**src/rtl/gps_acq_controller_if.sv**
```systemverilog
// Correlator dwell handshake between gps_acq_controller (master) and the acquisition correlator (slave).
interface gps_acq_controller_if #(
  parameter int BIN_W    = 6,
  parameter int METRIC_W = 16,
  parameter int PHASE_W  = 10
) ();
  logic                corr_start_o;
  logic [4:0]          corr_prn_o;
  logic [BIN_W-1:0]    corr_bin_o;
  logic                corr_done_i;
  logic [METRIC_W-1:0] corr_metric_i;
  logic [PHASE_W-1:0]  corr_phase_i;

  modport master (output corr_start_o, corr_prn_o, corr_bin_o,
                  input  corr_done_i, corr_metric_i, corr_phase_i);
  modport slave  (input  corr_start_o, corr_prn_o, corr_bin_o,
                  output corr_done_i, corr_metric_i, corr_phase_i);
endinterface

```
**src/rtl/gps_acq_controller.sv**
```systemverilog
// gps_acq_controller: one-PRN Doppler sweep, peak confirm, lock/timeout reporting.
// Optional macro ACQ_PHASE_CHECK_EN: confirm dwells must also sit within +/-1 chip (circular) of the search peak.
module gps_acq_controller #(
  parameter int N_BINS        = 41,
  parameter int BIN_W         = 6,
  parameter int METRIC_W      = 16,
  parameter int PHASE_W       = 10,
  parameter int CONFIRM_COUNT = 3,
  parameter int MAX_SWEEPS    = 4
) (
  input  logic                clk,
  input  logic                rst,
  input  logic                start_i,
  input  logic                abort_i,
  input  logic [4:0]          prn_i,
  input  logic [METRIC_W-1:0] thresh_i,
  gps_acq_controller_if.master corr,
  output logic [2:0]          state_o,
  output logic                locked_o,
  output logic                timeout_o,
  output logic [BIN_W-1:0]    lock_bin_o,
  output logic [PHASE_W-1:0]  lock_phase_o,
  output logic [METRIC_W-1:0] lock_metric_o
);
  typedef enum logic [2:0] {
    ACQ_IDLE = 3'd0, ACQ_SEARCH = 3'd1, ACQ_CONFIRM = 3'd2, ACQ_LOCKED = 3'd3, ACQ_TIMEOUT = 3'd4
  } acq_state_e;

  localparam int SW_W     = (MAX_SWEEPS > 1) ? $clog2(MAX_SWEEPS) : 1;
  localparam int CC_W     = $clog2(CONFIRM_COUNT + 1);
  localparam int CODE_LEN = 1023;
  localparam logic [BIN_W-1:0] LAST_BIN   = BIN_W'(N_BINS - 1);
  localparam logic [SW_W-1:0]  LAST_SWEEP = SW_W'(MAX_SWEEPS - 1);
  localparam logic [CC_W-1:0]  CC_LAST    = CC_W'(CONFIRM_COUNT - 1);

  acq_state_e          state;
  logic [METRIC_W-1:0] thresh;
  logic [SW_W-1:0]     sweep;
  logic [CC_W-1:0]     conf_cnt;
  logic                outstanding, drain;

  logic                done_ok, drain_done, start_ok, new_best, phase_ok, pass, sweep_fail;
  logic [METRIC_W-1:0] cand_metric;
  logic [BIN_W-1:0]    cand_bin;
  logic [PHASE_W-1:0]  cand_phase;

  assign state_o = state;

`ifdef ACQ_PHASE_CHECK_EN
  logic [PHASE_W-1:0] pdiff;
  always_comb begin
    pdiff    = (corr.corr_phase_i >= lock_phase_o) ? corr.corr_phase_i - lock_phase_o
                                                   : lock_phase_o - corr.corr_phase_i;
    // 1022 apart on a 1023-chip code is one chip across the wrap
    phase_ok = (pdiff <= PHASE_W'(1)) || (pdiff == PHASE_W'(CODE_LEN - 1));
  end
`else
  assign phase_ok = 1'b1;
`endif

  always_comb begin
    done_ok     = corr.corr_done_i && outstanding && !drain;
    drain_done  = corr.corr_done_i && outstanding && drain;
    start_ok    = start_i && (state == ACQ_IDLE || state == ACQ_LOCKED || state == ACQ_TIMEOUT);
    new_best    = corr.corr_metric_i > lock_metric_o;
    cand_metric = new_best ? corr.corr_metric_i : lock_metric_o;
    cand_bin    = new_best ? corr.corr_bin_o    : lock_bin_o;
    cand_phase  = new_best ? corr.corr_phase_i  : lock_phase_o;
    pass        = (corr.corr_metric_i >= thresh) && phase_ok;
    sweep_fail  = done_ok && ((state == ACQ_SEARCH && corr.corr_bin_o == LAST_BIN && cand_metric < thresh) ||
                              (state == ACQ_CONFIRM && !pass));
  end

  always_ff @(posedge clk or posedge rst) begin
    if (rst) begin
      state             <= ACQ_IDLE;
      thresh            <= '0;
      sweep             <= '0;
      conf_cnt          <= '0;
      outstanding       <= 1'b0;
      drain             <= 1'b0;
      locked_o          <= 1'b0;
      timeout_o         <= 1'b0;
      lock_bin_o        <= '0;
      lock_phase_o      <= '0;
      lock_metric_o     <= '0;
      corr.corr_start_o <= 1'b0;
      corr.corr_prn_o   <= '0;
      corr.corr_bin_o   <= '0;
    end else begin
      corr.corr_start_o <= 1'b0;
      // any done retires the single outstanding dwell; later issues in this block re-arm it
      if (corr.corr_done_i) outstanding <= 1'b0;
      if (abort_i) begin
        state     <= ACQ_IDLE;
        locked_o  <= 1'b0;
        timeout_o <= 1'b0;
        drain     <= outstanding && !corr.corr_done_i;
      end else if (start_ok) begin
        state           <= ACQ_SEARCH;
        locked_o        <= 1'b0;
        timeout_o       <= 1'b0;
        corr.corr_prn_o <= prn_i;
        thresh          <= thresh_i;
        sweep           <= '0;
        conf_cnt        <= '0;
        lock_bin_o      <= '0;
        lock_phase_o    <= '0;
        lock_metric_o   <= '0;
        drain           <= drain && !corr.corr_done_i;
        // an aborted dwell still in flight holds off the first request
        if (!drain || corr.corr_done_i) begin
          corr.corr_start_o <= 1'b1;
          outstanding       <= 1'b1;
          corr.corr_bin_o   <= '0;
        end
      end else if (drain_done) begin
        drain <= 1'b0;
        if (state == ACQ_SEARCH) begin
          corr.corr_start_o <= 1'b1;
          outstanding       <= 1'b1;
          corr.corr_bin_o   <= '0;
        end
      end else if (sweep_fail) begin
        conf_cnt <= '0;
        if (sweep == LAST_SWEEP) begin
          state     <= ACQ_TIMEOUT;
          timeout_o <= 1'b1;
        end else begin
          state             <= ACQ_SEARCH;
          sweep             <= sweep + 1'b1;
          lock_bin_o        <= '0;
          lock_phase_o      <= '0;
          lock_metric_o     <= '0;
          corr.corr_start_o <= 1'b1;
          outstanding       <= 1'b1;
          corr.corr_bin_o   <= '0;
        end
      end else if (done_ok) begin
        if (state == ACQ_SEARCH) begin
          lock_bin_o        <= cand_bin;
          lock_phase_o      <= cand_phase;
          lock_metric_o     <= cand_metric;
          corr.corr_start_o <= 1'b1;
          outstanding       <= 1'b1;
          if (corr.corr_bin_o != LAST_BIN) begin
            corr.corr_bin_o <= corr.corr_bin_o + BIN_W'(1);
          end else begin
            state           <= ACQ_CONFIRM;
            conf_cnt        <= '0;
            corr.corr_bin_o <= cand_bin;
          end
        end else if (conf_cnt == CC_LAST) begin
          state    <= ACQ_LOCKED;
          locked_o <= 1'b1;
        end else begin
          conf_cnt          <= conf_cnt + 1'b1;
          corr.corr_start_o <= 1'b1;
          outstanding       <= 1'b1;
          corr.corr_bin_o   <= lock_bin_o;
        end
      end
    end
  end
endmodule
```
**src/flat_wrapper.sv**
```systemverilog
// flat-port wrapper written by rule: the top's interface ports become plain ports
module gps_acq_controller_flat 
#(
  parameter int N_BINS        = 41,
  parameter int BIN_W         = 6,
  parameter int METRIC_W      = 16,
  parameter int PHASE_W       = 10,
  parameter int CONFIRM_COUNT = 3,
  parameter int MAX_SWEEPS    = 4
)
  (clk, rst, start_i, abort_i, prn_i, thresh_i, state_o, locked_o, timeout_o, lock_bin_o, lock_phase_o, lock_metric_o, corr_corr_start_o, corr_corr_prn_o, corr_corr_bin_o, corr_corr_done_i, corr_corr_metric_i, corr_corr_phase_i);
  gps_acq_controller_if #(.BIN_W(BIN_W), .METRIC_W(METRIC_W), .PHASE_W(PHASE_W)) corr_i ();
  input  logic clk;
  input  logic rst;
  input  logic start_i;
  input  logic abort_i;
  input  logic [4:0] prn_i;
  input  logic [METRIC_W-1:0] thresh_i;
  output logic [2:0] state_o;
  output logic locked_o;
  output logic timeout_o;
  output logic [BIN_W-1:0] lock_bin_o;
  output logic [PHASE_W-1:0] lock_phase_o;
  output logic [METRIC_W-1:0] lock_metric_o;
  output wire logic [$bits(corr_i.corr_start_o)-1:0] corr_corr_start_o;
  output wire logic [$bits(corr_i.corr_prn_o)-1:0] corr_corr_prn_o;
  output wire logic [$bits(corr_i.corr_bin_o)-1:0] corr_corr_bin_o;
  input wire logic [$bits(corr_i.corr_done_i)-1:0] corr_corr_done_i;
  input wire logic [$bits(corr_i.corr_metric_i)-1:0] corr_corr_metric_i;
  input wire logic [$bits(corr_i.corr_phase_i)-1:0] corr_corr_phase_i;
  assign corr_corr_start_o = corr_i.corr_start_o;
  assign corr_corr_prn_o = corr_i.corr_prn_o;
  assign corr_corr_bin_o = corr_i.corr_bin_o;
  assign corr_i.corr_done_i = corr_corr_done_i;
  assign corr_i.corr_metric_i = corr_corr_metric_i;
  assign corr_i.corr_phase_i = corr_corr_phase_i;
  gps_acq_controller #(.N_BINS(N_BINS), .BIN_W(BIN_W), .METRIC_W(METRIC_W), .PHASE_W(PHASE_W), .CONFIRM_COUNT(CONFIRM_COUNT), .MAX_SWEEPS(MAX_SWEEPS)) u_core (.clk(clk), .rst(rst), .start_i(start_i), .abort_i(abort_i), .prn_i(prn_i), .thresh_i(thresh_i), .corr(corr_i), .state_o(state_o), .locked_o(locked_o), .timeout_o(timeout_o), .lock_bin_o(lock_bin_o), .lock_phase_o(lock_phase_o), .lock_metric_o(lock_metric_o));
endmodule
```
**config.mk**
```make
export PLATFORM = sky130hd
export DESIGN_NAME = gps_acq_controller_flat
export DESIGN_NICKNAME = d
export VERILOG_FILES = /design/src/rtl/gps_acq_controller_if.sv /design/src/rtl/gps_acq_controller.sv /design/src/flat_wrapper.sv
export SDC_FILE = /design/constraint.sdc
export NUM_CORES = 1
export LEC_CHECK = 0
export CAP_MARGIN = 20
export CORE_MARGIN = 3
export CORE_UTILIZATION = 57
export CTS_CLUSTER_SIZE = 8
export DETAILED_ROUTE_END_ITERATION = 10
export PLACE_DENSITY = 0.85
export SYNTH_ARGS = -nofsm -noshare
export SYNTH_HDL_FRONTEND = slang
export SYNTH_SLANG_ARGS = --single-unit
```
**constraint.sdc**
```tcl
create_clock -name clk -period 11.69 [get_ports clk]
set_input_delay 2.9225 -clock clk [delete_from_list [all_inputs] [get_ports clk]]
set_output_delay 2.9225 -clock clk [all_outputs]
set_load 0.1 [all_outputs]
```
==> impl.org <==
** Logic synthesis
- Multiplexer fraction of the synthesized cell area :: 10.1%
- Summed instance area of the synthesized netlist :: 5010 um^2
- Top-area cell type share of the netlist area :: 35.4%
- Summed over all instances, the cell type with the most area after synthesis is sky130_fd_sc_hd__dfrtp_1.
- Synthesized-area fraction occupied by adder cells :: 12.7%
- Counting distinct cell types in the post-synthesis netlist gives 55.
- Number of flops mapped to enable cells by yosys :: 0
- Number of instances in the synthesized netlist :: 566
- Counting flops with an async set or reset pin after synthesis yields a share of 100%.
- Top cells by area in the synthesized netlist :: sky130_fd_sc_hd__dfrtp_1 35%, sky130_fd_sc_hd__ha_1 13%, sky130_fd_sc_hd__mux2_2 6.5%
- Syn_nets :: 669
- Yosys synthesis warning count :: 0
- After Yosys synthesis, XOR and XNOR cells account for 0.349% of the synthesized area.
- Mean post-synth cell area :: 8.86 um^2
- Sequential cell area fraction in the yosys report :: 35.4%
- For this run, the leading register cell type out of synthesis is sky130_fd_sc_hd__dfrtp_1.
- Summing the areas of all compound-gate instances in the mapped netlist gives 18.0% of the synthesized area.
- Counting flops and latches in the post-synthesis netlist gives 71.
- The synthesized netlist devotes 16.0% of its cell area to simple gates.
- By area, the combinational part of the netlist is dominated by compound AO/OA/AOI/OAI gates.

** Global routing
- Global routing used 28.3% of the available tracks across all layers.
- First-pass GRT wire length :: 22700 um
- Initial antenna violation count :: 0
- Maximum number of pins on one net before global-route repair :: 72
- GR Overflow Total :: 0
- The number of global-route vias before repair was 4693.

** Detailed routing
- The count of nets left with antenna violations once routing finished came out at 0.
- Average detailed-routed wire length per instance :: 17.8 um
- For this block, the initial DRC count from the detailed router was 456.
- In the routed layout, each cell is associated on average with a via count of 6.18.
- In the routed design, unresolved DRC markers number 0.
- Vias after detailed routing :: 4731
- Total iterations of the first detailed-routing run :: 8
- Wire length after detailed routing :: 13600 um

** STA
- Min Tclk post-route :: 8.42 ns
- Setup repair after global routing left no endpoint under its margin.
- Measured against its own limit, the worst slew margin works out to 31.5%.
- Setup Total Neg Slack :: 0 ns
- For the final database, setup skew stands at 0.0112 ns.
- The final number of hold-violating endpoints was 0.
- Least-Margin Pin Slew :: 0.999 ns
- Upper clock frequency limit :: 0.119 GHz
- Max-slew violation count :: 0
- Setup violations remaining at the end of the flow were counted as 0.
- Final clock period utilization by the worst path :: 72.0%

** Die
- Die outline height :: 99.8 um
- The die covers 9960 um^2.
- The floorplan has 33 rows.
- During I/O placement, the number of pins put on the boundary was 101.
- Die outline width :: 99.8 um
- Once the floorplan was initialized, standard cells occupied 59.8% of the core.
- After floorplanning, the core was sized to cover 8380 um^2.

** Clock tree
- Counting every sink on the clock net gives 71.
- After clock tree synthesis, the clock-pin slew on the worst setup and hold paths is 0.09 ns.
- Hold Buf Count CTS :: 0
- In this run the deepest clock path goes through 2 buffers.
- Gates resized during post-CTS repair numbered 0.
- CTS tree :: built
- Total number of H-tree levels :: 3
- # Post-CTS Setup Buffers :: 0
- Clock latency on the worst-skew pair, taken at its later pin, is 0.36 ns.
- The tree is rooted in a sky130_fd_sc_hd__clkbuf_8.
- Number of buffers created by CTS :: 9

** Worst setup path
- Among cell families on the critical path, the largest total delay comes from compound AO/OA/AOI/OAI gates.
- The critical path contains buffers and inverters numbering 2 combined.
- Register-to-register setup slack :: 5.89 ns
- Data arrival at the endpoint of the critical path :: 8.70 ns
- Logic depth of the worst setup path including buffers :: 17
- The startpoint identified for the worst register-to-register timing path is u_core.lock_metric_o[15]$_DFFE_PP0P_.
- At the worst endpoint, the required time is 11.97 ns.
- Kind of critical path :: in -> reg
- Startpoint Class :: input port
- The number of cells on the worst reg-to-reg path is 17.
- CP Cell Sequence :: clkdlybuf4s50_1 > ha_1 > nand4_1 > a2111oi_0 > o31a_1 > buf_4 > nand2_1 > o21ai_0 > ha_1 > and3_1 > o21ai_0 > o2111a_1 > nand3_1 > mux2_2 > a21oi_1 > o2111ai_1 > o221ai_1
- Critical Path End Type :: flop
- For this run, the slowest stage of the critical path takes 0.81 ns.
- Library cell contributing the largest single delay on the critical path :: sky130_fd_sc_hd__a2111oi_0
- Largest fanout of any net on the critical path :: 30
- In this run the critical register-to-register path is captured at u_core.lock_phase_o[4]$_DFFE_PP0P_.

** Run status
- Result of the run :: complete, no violations

** Worst hold path
- For hold timing, the worst endpoint is u_core.thresh[2]$_DFFE_PP0P_.
- Along the worst hold path, the cell count comes to 1.
- The tightest min-delay check is of the reg -> reg type.
- Startpoint of the most critical hold path :: u_core.thresh[2]$_DFFE_PP0P_

** Place
- Detail Placement HPWL :: 9980 um
- Port buffering added 100 buffers.
- Routability-driven placement finished with a final weighted congestion of 0.920.

** Cells and area
- Area growth from synthesis to layout :: 25.1%
- Final core utilization :: 74.8%
- Share of cells above drive strength 1 :: 8.94%
- After the last flow step, the layout net total stands at 758.
- The repair_antennas step left the layout with diodes totalling 0.

** Job
- Across the run, the number of max-cap violations was 0.
[cell families after synthesis]
logic type / count (synthesis)
multiplexers: 47
flip-flops: 71
XOR/XNOR: 2
AO/OA/AOI/OAI: 136
buffers and inverters: 88
AND/OR/NAND/NOR: 171
adder cells (fa/ha/maj): 51
[cell type report]
cell class	count	area, um^2
multi-input combinational	407	2870
clock buffer	10	128
clock inverter	6	92.6
tap	105	131
sequential	71	1780
fill	639	2110
inverter	59	221
timing repair buffer	107	1050
[worst register-to-register path, stage by stage, from the launching register on]
cell and delay, ns:
sky130_fd_sc_hd__dfrtp_1 0.37, sky130_fd_sc_hd__inv_1 0.09, sky130_fd_sc_hd__ha_1 0.30, sky130_fd_sc_hd__nand4_1 0.19
sky130_fd_sc_hd__a2111oi_0 0.81, sky130_fd_sc_hd__o31a_1 0.47, sky130_fd_sc_hd__buf_4 0.38, sky130_fd_sc_hd__nand2_1 0.11
sky130_fd_sc_hd__o21ai_0 0.11, sky130_fd_sc_hd__ha_1 0.30, sky130_fd_sc_hd__and3_1 0.20, sky130_fd_sc_hd__o21ai_0 0.18
sky130_fd_sc_hd__o2111a_1 0.40, sky130_fd_sc_hd__nand3_1 0.15, sky130_fd_sc_hd__mux2_2 0.32, sky130_fd_sc_hd__a21oi_1 0.74
sky130_fd_sc_hd__o2111ai_1 0.34, sky130_fd_sc_hd__o221ai_1 0.27
[synthesized netlist by cell type (7+ instances only)]
library cell,count
sky130_fd_sc_hd__nand2_1,80
sky130_fd_sc_hd__dfrtp_1,71
sky130_fd_sc_hd__inv_1,59
sky130_fd_sc_hd__ha_1,51
sky130_fd_sc_hd__o21ai_0,44
sky130_fd_sc_hd__mux2_2,29
sky130_fd_sc_hd__a21oi_1,28
sky130_fd_sc_hd__clkbuf_1,21
sky130_fd_sc_hd__nor2_1,21
sky130_fd_sc_hd__mux2i_1,18
sky130_fd_sc_hd__nand3_1,17
sky130_fd_sc_hd__nor4_1,17
sky130_fd_sc_hd__o221ai_1,14
sky130_fd_sc_hd__a21o_1,9
sky130_fd_sc_hd__nand4_1,8
sky130_fd_sc_hd__nor3_1,7
[per-stage QoR]
step / instances / hold slack (ns) / setup slack, ns / area [um^2]
3_5_place_dp: 748 / 0.480 / 3.06 / 6040
3_3_place_gp: 748 / 0.463 / 3.48 / 6040
5_1_grt: 765 / 0.519 / 2.86 / 6270
2_1_floorplan: 566 / 0.447 / 4.53 / 5010
6_report: 765 / 0.512 / 3.27 / 6270
4_1_cts: 764 / 0.514 / 3.36 / 6260
[placed cells by master (no fill, tap or decap), types with 3 or more instances in the layout]
master	n
sky130_fd_sc_hd__a2111oi_0	4
sky130_fd_sc_hd__a211oi_1	3
sky130_fd_sc_hd__a21o_1	9
sky130_fd_sc_hd__a21oi_1	28
sky130_fd_sc_hd__and2_1	3
sky130_fd_sc_hd__and3_1	3
sky130_fd_sc_hd__buf_4	7
sky130_fd_sc_hd__clkbuf_8	9
sky130_fd_sc_hd__clkdlybuf4s50_1	100
sky130_fd_sc_hd__dfrtp_1	71
sky130_fd_sc_hd__ha_1	51
sky130_fd_sc_hd__inv_1	58
sky130_fd_sc_hd__mux2_2	29
sky130_fd_sc_hd__mux2i_1	18
sky130_fd_sc_hd__nand2_1	80
sky130_fd_sc_hd__nand3_1	17
sky130_fd_sc_hd__nand4_1	8
sky130_fd_sc_hd__nor2_1	21
sky130_fd_sc_hd__nor2b_1	3
sky130_fd_sc_hd__nor3_1	7
sky130_fd_sc_hd__nor4_1	17
sky130_fd_sc_hd__o211ai_1	3
sky130_fd_sc_hd__o21a_1	3
sky130_fd_sc_hd__o21ai_0	44
sky130_fd_sc_hd__o221ai_1	14
sky130_fd_sc_hd__o22ai_1	5
[per-layer routing]
metal	vias to the layer above	global-route usage, %	part of all wire, %
li1	2217	-	-
met1	2239	37.9	42
met2	234	46.8	48
met3	41	4.73	8.1
met4	0	9.35	1.9
met5	-	0	0
[flip-flops by register name (all words and copies together) (netlist names)]
name / cells
u_core.conf_cnt: 2
u_core.corr.corr_bin_o: 6
u_core.corr.corr_prn_o: 5
u_core.corr.corr_start_o: 1
u_core.drain: 1
u_core.lock_bin_o: 6
u_core.lock_metric_o: 16
u_core.lock_phase_o: 10
u_core.locked_o: 1
u_core.outstanding: 1
u_core.state_o: 3
u_core.sweep: 2
u_core.thresh: 16
u_core.timeout_o: 1
[worst max path at each step]
stage,from,endpoint,slack [ns]
2_1_floorplan,corr_corr_metric_i[15],u_core.lock_metric_o[10]$_DFFE_PP0P_,4.53
3_3_place_gp,corr_corr_metric_i[15],u_core.lock_phase_o[1]$_DFFE_PP0P_,3.48
3_5_place_dp,corr_corr_metric_i[14],u_core.lock_bin_o[2]$_DFFE_PP0P_,3.06
4_1_cts,corr_corr_metric_i[14],u_core.lock_phase_o[1]$_DFFE_PP0P_,3.36
5_1_grt,corr_corr_metric_i[15],u_core.lock_phase_o[4]$_DFFE_PP0P_,2.86
6_report,corr_corr_metric_i[14],u_core.lock_phase_o[4]$_DFFE_PP0P_,3.27
Power is left out: the tool's default activity adds up to more than one toggle a clock period on the data nets, which glitch-free logic cannot reach.
